--- config.mk ---
export PLATFORM = sky130hd
export DESIGN_NAME = bram_arbiter
export DESIGN_NICKNAME = d
export VERILOG_FILES = /design/src/rtl/bram_arbiter.sv
export SDC_FILE = /design/constraint.sdc
export NUM_CORES = 1
export LEC_CHECK = 0
export BUFFER_PORTS_ARGS = -buffer_cell sky130_fd_sc_hd__buf_2
export CORE_AREA = 2 2 280 282
export DETAILED_ROUTE_END_ITERATION = 7
export DIE_AREA = 0 0 282 284
export HOLD_SLACK_MARGIN = 0.12
export PLACE_DENSITY = 0.3
export SKIP_CTS_REPAIR_TIMING = 1
export SLEW_MARGIN = 20
export SYNTH_ARGS = -nofsm -noshare
export SYNTH_HDL_FRONTEND = slang
export SYNTH_SLANG_ARGS = --single-unit
--- constraint.sdc ---
create_clock -name clk -period 1.3 [get_ports clk]
set_input_delay 0.065 -clock clk [delete_from_list [all_inputs] [get_ports clk]]
set_output_delay 0.065 -clock clk [all_outputs]
set_load 0.01 [all_outputs]
--- src/rtl/bram_arbiter.sv ---
// Shared BRAM arbiter: D-priority read port with I starvation guard, D stores on the write port.
// Define BRAM_ARB_FWD_EN to forward same-address store data into a concurrent I read instead of stalling I.
module bram_arbiter #(
    parameter int WIDTH      = 128,
    parameter int DEPTH      = 128,
    parameter int ADDRW      = $clog2(DEPTH),
    parameter int STARVE_MAX = 4
) (
    input  logic               clk,
    input  logic               rst_n,
    input  logic               i_req,
    input  logic [ADDRW-1:0]   i_addr,
    output logic               i_gnt,
    output logic               i_rvalid,
    output logic [WIDTH-1:0]   i_rdata,
    input  logic               d_req,
    input  logic               d_we,
    input  logic [WIDTH/8-1:0] d_be,
    input  logic [ADDRW-1:0]   d_addr,
    input  logic [WIDTH-1:0]   d_wdata,
    output logic               d_gnt,
    output logic               d_rvalid,
    output logic [WIDTH-1:0]   d_rdata,
    output logic               bram_ena,
    output logic [WIDTH/8-1:0] bram_wea,
    output logic [ADDRW-1:0]   bram_addra,
    output logic [WIDTH-1:0]   bram_dia,
    output logic               bram_enb,
    output logic [ADDRW-1:0]   bram_addrb,
    input  logic [WIDTH-1:0]   bram_dob
);
    localparam int SW = $clog2(STARVE_MAX + 1);
    localparam int NB = WIDTH / 8;

    logic [SW-1:0] starve_cnt;
    logic          starved;
    logic          d_load;
    logic          d_store;
    logic          hazard;
    logic          i_ok;
    logic          d_load_gnt;
    logic          d_store_gnt;
    logic [WIDTH-1:0] i_merged;

    assign starved = (starve_cnt == SW'(STARVE_MAX));
    assign d_load  = d_req & ~d_we;
    assign d_store = d_req & d_we;
    assign hazard  = i_req & d_store & (i_addr == d_addr);

`ifdef BRAM_ARB_FWD_EN
    assign i_ok = i_req;
`else
    // Without forwarding, the I read waits one cycle so it sees post-write data.
    assign i_ok = i_req & ~hazard;
`endif

    // Grants are forced low while reset is asserted.
    assign i_gnt       = rst_n & i_ok & (~d_load | starved);
    assign d_load_gnt  = rst_n & d_load & ~i_gnt;
    assign d_store_gnt = rst_n & d_store;
    assign d_gnt       = d_load_gnt | d_store_gnt;

    assign bram_ena   = d_store_gnt;
    assign bram_wea   = d_store_gnt ? d_be    : '0;
    assign bram_addra = d_store_gnt ? d_addr  : '0;
    assign bram_dia   = d_store_gnt ? d_wdata : '0;

    assign bram_enb   = i_gnt | d_load_gnt;
    assign bram_addrb = i_gnt ? i_addr : (d_load_gnt ? d_addr : '0);

    always_ff @(posedge clk or negedge rst_n) begin
        if (!rst_n) begin
            starve_cnt <= '0;
            i_rvalid   <= 1'b0;
            d_rvalid   <= 1'b0;
        end else begin
            i_rvalid <= i_gnt;
            d_rvalid <= d_load_gnt;
            if (i_gnt)
                starve_cnt <= '0;
            else if (i_req && !starved)
                starve_cnt <= starve_cnt + SW'(1);
        end
    end

`ifdef BRAM_ARB_FWD_EN
    logic             fwd_valid;
    logic [NB-1:0]    fwd_be;
    logic [WIDTH-1:0] fwd_data;

    always_ff @(posedge clk or negedge rst_n) begin
        if (!rst_n) begin
            fwd_valid <= 1'b0;
            fwd_be    <= '0;
            fwd_data  <= '0;
        end else begin
            fwd_valid <= i_gnt & hazard;
            fwd_be    <= d_be;
            fwd_data  <= d_wdata;
        end
    end

    always_comb begin
        i_merged = bram_dob;
        for (int b = 0; b < NB; b++) begin
            if (fwd_valid && fwd_be[b])
                i_merged[b*8 +: 8] = fwd_data[b*8 +: 8];
        end
    end
`else
    assign i_merged = bram_dob;
`endif

    assign i_rdata = i_rvalid ? i_merged : '0;
    assign d_rdata = d_rvalid ? bram_dob : '0;

endmodule
==> flow_summary.toml, run 1 <==
[timing]
fin_crit_sh = 1.31
maxSlewViolCount = 0
tightest_slew_ns = 0.244
min_period_ns = 1.70
clock_skew_ns = 0.000873
max_clock_freq_ghz = 0.587
grt_setup_unrepaired = "true"
tns_ns = -50.65
hold_violations = 0
finalSetupViolations = 273
relSlewSlack = 0.837
whs_ns = 0.162
setup_ws_ns = -0.403

[pwr]
power.leakage_nw = 6.10
powerDensity_mw_per_mm2 = 370
power.total_mw = 4.27
ir_worst_vdd_mv = 0.267

[synth]
seq_area_frac_synth = 0.0390
synth_area_leader_cell = "and2_1"
yosysTopAreaCellShare = 0.798
ys_ff_latch = 5
synth_fp_nets = 807
yosys.cell_types.count = 23
yosysWarningCount = 0
syn_inst = 514
synth.area.top_cells = "and2_1, clkbuf_1, dfrtp_1"
syn_area_mm2 = 0.00321
synth_area_per_cell_um2 = 6.24

[min_path]
hp-class = "primary input to flop"
hold_start = "i_req"
min_path_cells = 3
min_to = "starve_cnt[2]$_DFFE_PN0P_"

[route]
drtAntennaViolNets = 0
drc = 0
finalWirelength_um = 45300
avgRoutedWirePerCell_um = 19.6
drt_pass1_iterations = 4
num_vias = 6696
drt_iter0_markers = 157
viasPerCell = 2.90

[grt]
busiest_layer = "met2"
grt_pass1_wl_um = 44400
met1_usage = 0.0884
grt_max_degree = 90
overflow = 0
grt_pass1_vias = 5975
grt.total_usage = 0.0796
met2_usage = 0.134
antenna_found_initial = 10
gr-usage-met3 = 0.0344

[run]
cap_violations = 0

[die]
pin_count = 711
dieArea_mm2 = 0.0801
die_w_um = 282
core_area_mm2 = 0.0770
start_util = 0.0417
num_rows = 102
die_y_um = 284

[cts]
cts_sinks = 5
cts_buffers = 3
clk_path_buf_depth = 2
cts_max_level = 1
clock-root-buffer = "clkbuf_16"
clk_pin_slew_ns = 0.03
clkLatencyLatePin_ns = 0.23
cts_tree = "done"

[worst_setup_path]
critical_path_class = "flop to output pin"
worstPathRequired_ns = 1.24
start_kind = "flop"
reg2reg_depth = 9
r2r_slack_ns = -0.14
crit_fanout = 7
timing.rr.start = "starve_cnt[0]$_DFFE_PN0P_"
cp-end-kind = "output pin"
r2r_end = "starve_cnt[2]$_DFFE_PN0P_"
cp_data_arrival_time_ns = 1.64

[placed_design]
routabilityCongestion = 0.865
dpl_worst_slack_ns = -0.355
place_area_mm2 = 0.00828
hpwl_um = 32500
port-buffer-count = 710

[layout]
nFillCells = 8768
areaGrowthSynthToFinish_pct = 259
fin_area_mm2 = 0.0115
drive_above_1_share = 0.818
seqCellArea_um2 = 133
multi_input_area_mm2 = 0.00349
fin_nets = 1555

[run_status]
status = "finished, violations left"
failed_checks = "setup timing"
-- per-stage QoR --
| step | cells | util |
|---|---|---|
| global placement | 2244 | 0.108 |
| detailed placement | 2244 | 0.108 |
| finish | 2309 | 0.150 |
| global route | 2309 | 0.150 |
| CTS | 2248 | 0.109 |
| floorplan | 514 | - |
-- logic make-up (layout without fill, tap and decap cells) --
| logic type | after synthesis | count (layout) | synth area share |
|---|---|---|---|
| buf+inv | 57 | 804 | 0.0694 |
| other cells | 0 | 8 | 0 |
| xor+xnor | 8 | 8 | 0.0218 |
| simple gates | 429 | 429 | 0.828 |
| fa+ha+maj | 2 | 2 | 0.00780 |
| mux | 7 | 7 | 0.0218 |
| flops | 5 | 5 | 0.0390 |
| compound gates | 6 | 6 | 0.0117 |
-- critical path, cell delays in order (launching register included) --
cell and delay (ns):
dfrtp_1 0.39, inv_2 0.08, ha_4 0.15, nand2_4 0.05
a21oi_4 0.16, o31ai_4 0.10, buf_6 0.16, mux2i_1 0.17
buf_2 0.16
-- registers in the layout, summed over array words and instances, names as in the netlist --
signal	flops
starve_cnt	3
d_rvalid	1
i_rvalid	1
-- area by class of cell --
cell class,count,area share
timing repair buffer,790,0.561
multi-input combinational,452,0.303
tap,1040,0.113
sequential,5,0.0115
clock buffer,4,0.00684
inverter,10,0.00347
antenna,8,0.00174
-- synth_stat cells --
master	n
dfrtp_1	5
buf_2	2
and4b_1	1
buf_4	1
nor2_1	3
inv_1	9
or2_1	1
and3_1	1
xnor2_1	8
nand2_1	10
a21boi_0	1
nand4_1	1
and2_1	409
o31ai_1	1
a21o_1	1
nand3_1	1
clkbuf_1	44
nor2b_1	1
inv_4	1
mux2i_1	7
ha_1	2
a21oi_1	3
nor3_2	1
-- metal layers --
metal  wire (um)  part of all wire
met2       22300              0.49
met5          13           0.00029
met4        1880             0.041
met1       16900              0.37
met3        4340             0.096
-- power by group --
part	internal [mW]	total, mW	switching [mW]
logic	1.94	3.51	1.57
clock network	0.406	0.501	0.0949
registers	0.206	0.261	0.0553
total	2.55	4.27	1.72
-- placed cells by master (no fill, tap or decap), types with 2 or more instances in the layout --
cell type | netlist | layout
mux2i_1 | 7 | 7
and2_4 | 0 | 224
xnor2_1 | 8 | 8
buf_12 | 0 | 23
dfrtp_4 | 0 | 2
diode_2 | 0 | 8
and2_1 | 409 | 185
dfrtp_1 | 5 | 3
buf_16 | 0 | 4
inv_2 | 0 | 2
buf_8 | 0 | 13
buf_6 | 0 | 224
clkbuf_16 | 0 | 28
inv_1 | 9 | 7
buf_4 | 1 | 16
buf_2 | 2 | 484
nand2_1 | 10 | 9
-- worst max-delay path by stage --
| stage | startpoint | endpoint | cells after the start |
|---|---|---|---|
| 2_1_floorplan | starve_cnt[0]$_DFFE_PN0P_ | bram_enb | 8 |
| 3_3_place_gp | d_addr[4] | bram_enb | 8 |
| 4_1_cts | starve_cnt[1]$_DFFE_PN0P_ | bram_addrb[1] | 8 |
| 5_1_grt | starve_cnt[1]$_DFFE_PN0P_ | bram_addrb[1] | 8 |
| 3_5_place_dp | d_addr[4] | bram_enb | 8 |
| 6_report | starve_cnt[0]$_DFFE_PN0P_ | bram_addrb[1] | 8 |
Note: power is estimated with default switching activity, not from simulation.
==> run 2: changes to the inputs <==
--- a/config.mk
+++ b/config.mk
@@ -6,12 +6,13 @@
 export NUM_CORES = 1
 export LEC_CHECK = 0
 export BUFFER_PORTS_ARGS = -buffer_cell sky130_fd_sc_hd__buf_2
-export CORE_AREA = 2 2 280 282
+export CORE_AREA = 2 2 273 275
 export DETAILED_ROUTE_END_ITERATION = 7
-export DIE_AREA = 0 0 282 284
+export DIE_AREA = 0 0 275 277
 export HOLD_SLACK_MARGIN = 0.12
 export PLACE_DENSITY = 0.3
 export SKIP_CTS_REPAIR_TIMING = 1
+export SKIP_LAST_GASP = 1
 export SLEW_MARGIN = 20
 export SYNTH_ARGS = -nofsm -noshare
 export SYNTH_HDL_FRONTEND = slang
==> constraint.sdc (replaced) <==
create_clock -name clk -period 2.1 [get_ports clk]
set_input_delay 0.105 -clock clk [delete_from_list [all_inputs] [get_ports clk]]
set_output_delay 0.105 -clock clk [all_outputs]
set_load 0.01 [all_outputs]
==> run 2 against run 1 <==
- via count shrank 8.0%
- worst setup slack better by 0.62 ns
- non-clock buffer count decreased by 69
- highest routed layer unchanged
- sequential power is 38% lower
- clock skew grew 0.0010 ns
- the run now ends clean
- clock-buffer cell count stayed put
- utilization down 4.0 points
- die area decreased by 4.9%
==> flow_summary.toml, run 2 (same netlist as run 1, synthesis figures left out) <==
[worst_setup_path]
crit_chain = "inv_1, ha_1, nand2_1, a21oi_1, o31ai_2, buf_4, mux2i_1, buf_2"
crit_fanout = 7
cp_top_family = "buffers and inverters"
start_kind = "flop"
worstPathRequired_ns = 2.00
cp_num_cells = 8
critical_path_class = "flop to output pin"
cpPeakStageDelay_ns = 0.38
slowest_stage = "dfrtp_1"
cp-end-kind = "output pin"
cp_data_arrival_time_ns = 1.78
reg2reg_depth = 7
cp_num_buf_inv = 3

[route]
avgRoutedWirePerCell_um = 17.5
drt_iter0_markers = 184
finalWirelength_um = 37900
viasPerCell = 2.84
drtAntennaViolNets = 0
drt_pass1_iterations = 4
drc = 0
num_vias = 6159

[pwr]
p_sw_mw = 0.791
ir_worst_vdd_mv = 0.166
powerDensity_mw_per_mm2 = 217
internal-power_mw = 0.951
power.share.sequential = 0.094
power.leakage_nw = 4.95
swShare = 0.454
p_comb_frac = 0.721
clkPwrFrac = 0.186

[run_status]
status = "finished, final reports clean"

[cts]
cts_tree = "done"
clock-root-buffer = "clkbuf_16"
cts_max_level = 1
clk_path_buf_depth = 2
clk_pin_slew_ns = 0.04
cts_sinks = 5
cts_buffers = 3
clkLatencyLatePin_ns = 0.23

[layout]
largest_register_ffs = 3
largest_registers = "starve_cnt x3, d_rvalid x1, i_rvalid x1"
layout_commonest_cell = "buf_2"
drive_above_1_share = 0.612
areaGrowthSynthToFinish_pct = 151
regMostFlops = "starve_cnt"
nFillCells = 8737
fin_nets = 1486
fin_area_mm2 = 0.00804
final_cell_mix = "buf_2, and2_1, nand2_1"

[placed_design]
routabilityCongestion = 0.812
place_area_mm2 = 0.00793
hpwl_um = 34700
port-buffer-count = 710

[die]
die_y_um = 277
core_area_mm2 = 0.0736
die_w_um = 275
pin_count = 711
num_rows = 100
start_util = 0.0436
dieArea_mm2 = 0.0762

[run]
cap_violations = 0

[timing]
min_period_ns = 1.89
relSlewSlack = 0.698
finalSetupViolations = 0
clock_skew_ns = 0.00188
tightest_slew_ns = 0.453
grt_setup_unrepaired = "false"
hold_violations = 0
tns_ns = 0
fin_crit_sh = 0.898
maxSlewViolCount = 0
max_clock_freq_ghz = 0.530

[grt]
grt_pass1_wl_um = 47700
grt_pass1_vias = 5964
grt_max_degree = 82
grt.total_usage = 0.0910
overflow = 0
antenna_found_initial = 28

[min_path]
hp-class = "primary input to flop"
min_path_cells = 3
==> run 2: worst min-delay path: cells and delay by family <==
kind | cells | cell delay, ns
AND/OR/NAND/NOR | 1 | 0.09
buffers and inverters | 1 | 0.11
AO/OA/AOI/OAI | 1 | 0.07
==> run 2: cell type report <==
type,instances,area [um^2],area share
Antenna cell,8,20.0,0.00249
Multi-Input combinational cell,452,2870,0.357
Clock buffer,4,78.8,0.00980
Timing Repair Buffer,721,3690,0.459
Sequential cell,5,133,0.0165
Inverter,10,40.0,0.00498
Tap cell,969,1210,0.151
==> run 2: worst paths after layout <==
kind | to | start | slack, ns
max | bram_addrb[0] | starve_cnt[0]$_DFFE_PN0P_ | 0.21
min | starve_cnt[2]$_DFFE_PN0P_ | i_req | 0.19
max reg2reg | d_rvalid$_DFF_PN0_ | starve_cnt[0]$_DFFE_PN0P_ | 0.68
min reg2reg | starve_cnt[2]$_DFFE_PN0P_ | starve_cnt[2]$_DFFE_PN0P_ | 0.57
max in group asynchronous | i_rvalid$_DFF_PN0_ | rst_n | 1.43
min in group asynchronous | starve_cnt[2]$_DFFE_PN0P_ | rst_n | 0.39
==> run 2: metrics by stage <==
| step | power, mW | util | cells | hold slack [ns] | setup slack [ns] |
|---|---|---|---|---|---|
| after floorplan | 0.655 | - | 514 | -0.191 | 0.678 |
| after global placement | 1.46 | 0.108 | 2156 | -0.0139 | 0.209 |
| after detailed placement | 1.46 | 0.108 | 2156 | -0.0125 | 0.280 |
| final | 1.74 | 0.109 | 2169 | 0.194 | 0.215 |
| after global routing | 1.90 | 0.109 | 2164 | 0.227 | 0.0661 |
| after CTS | 1.79 | 0.109 | 2160 | -0.256 | 0.129 |
==> run 2: power groups by stage <==
stage / combinational, mW / sequential, mW / clock [mW]
2_1_floorplan: 0.509 / 0.146 / 0
3_3_place_gp: 1.29 / 0.168 / 0
3_5_place_dp: 1.29 / 0.167 / 0
4_1_cts: 1.30 / 0.166 / 0.329
5_1_grt: 1.39 / 0.169 / 0.339
6_report: 1.26 / 0.163 / 0.324
==> run 2: per-layer routing <==
metal  GRT usage  share of wire
met1       0.103           0.38
met2       0.171           0.50
met3      0.0208          0.097
met4      0.0190          0.021
met5           0        0.00074
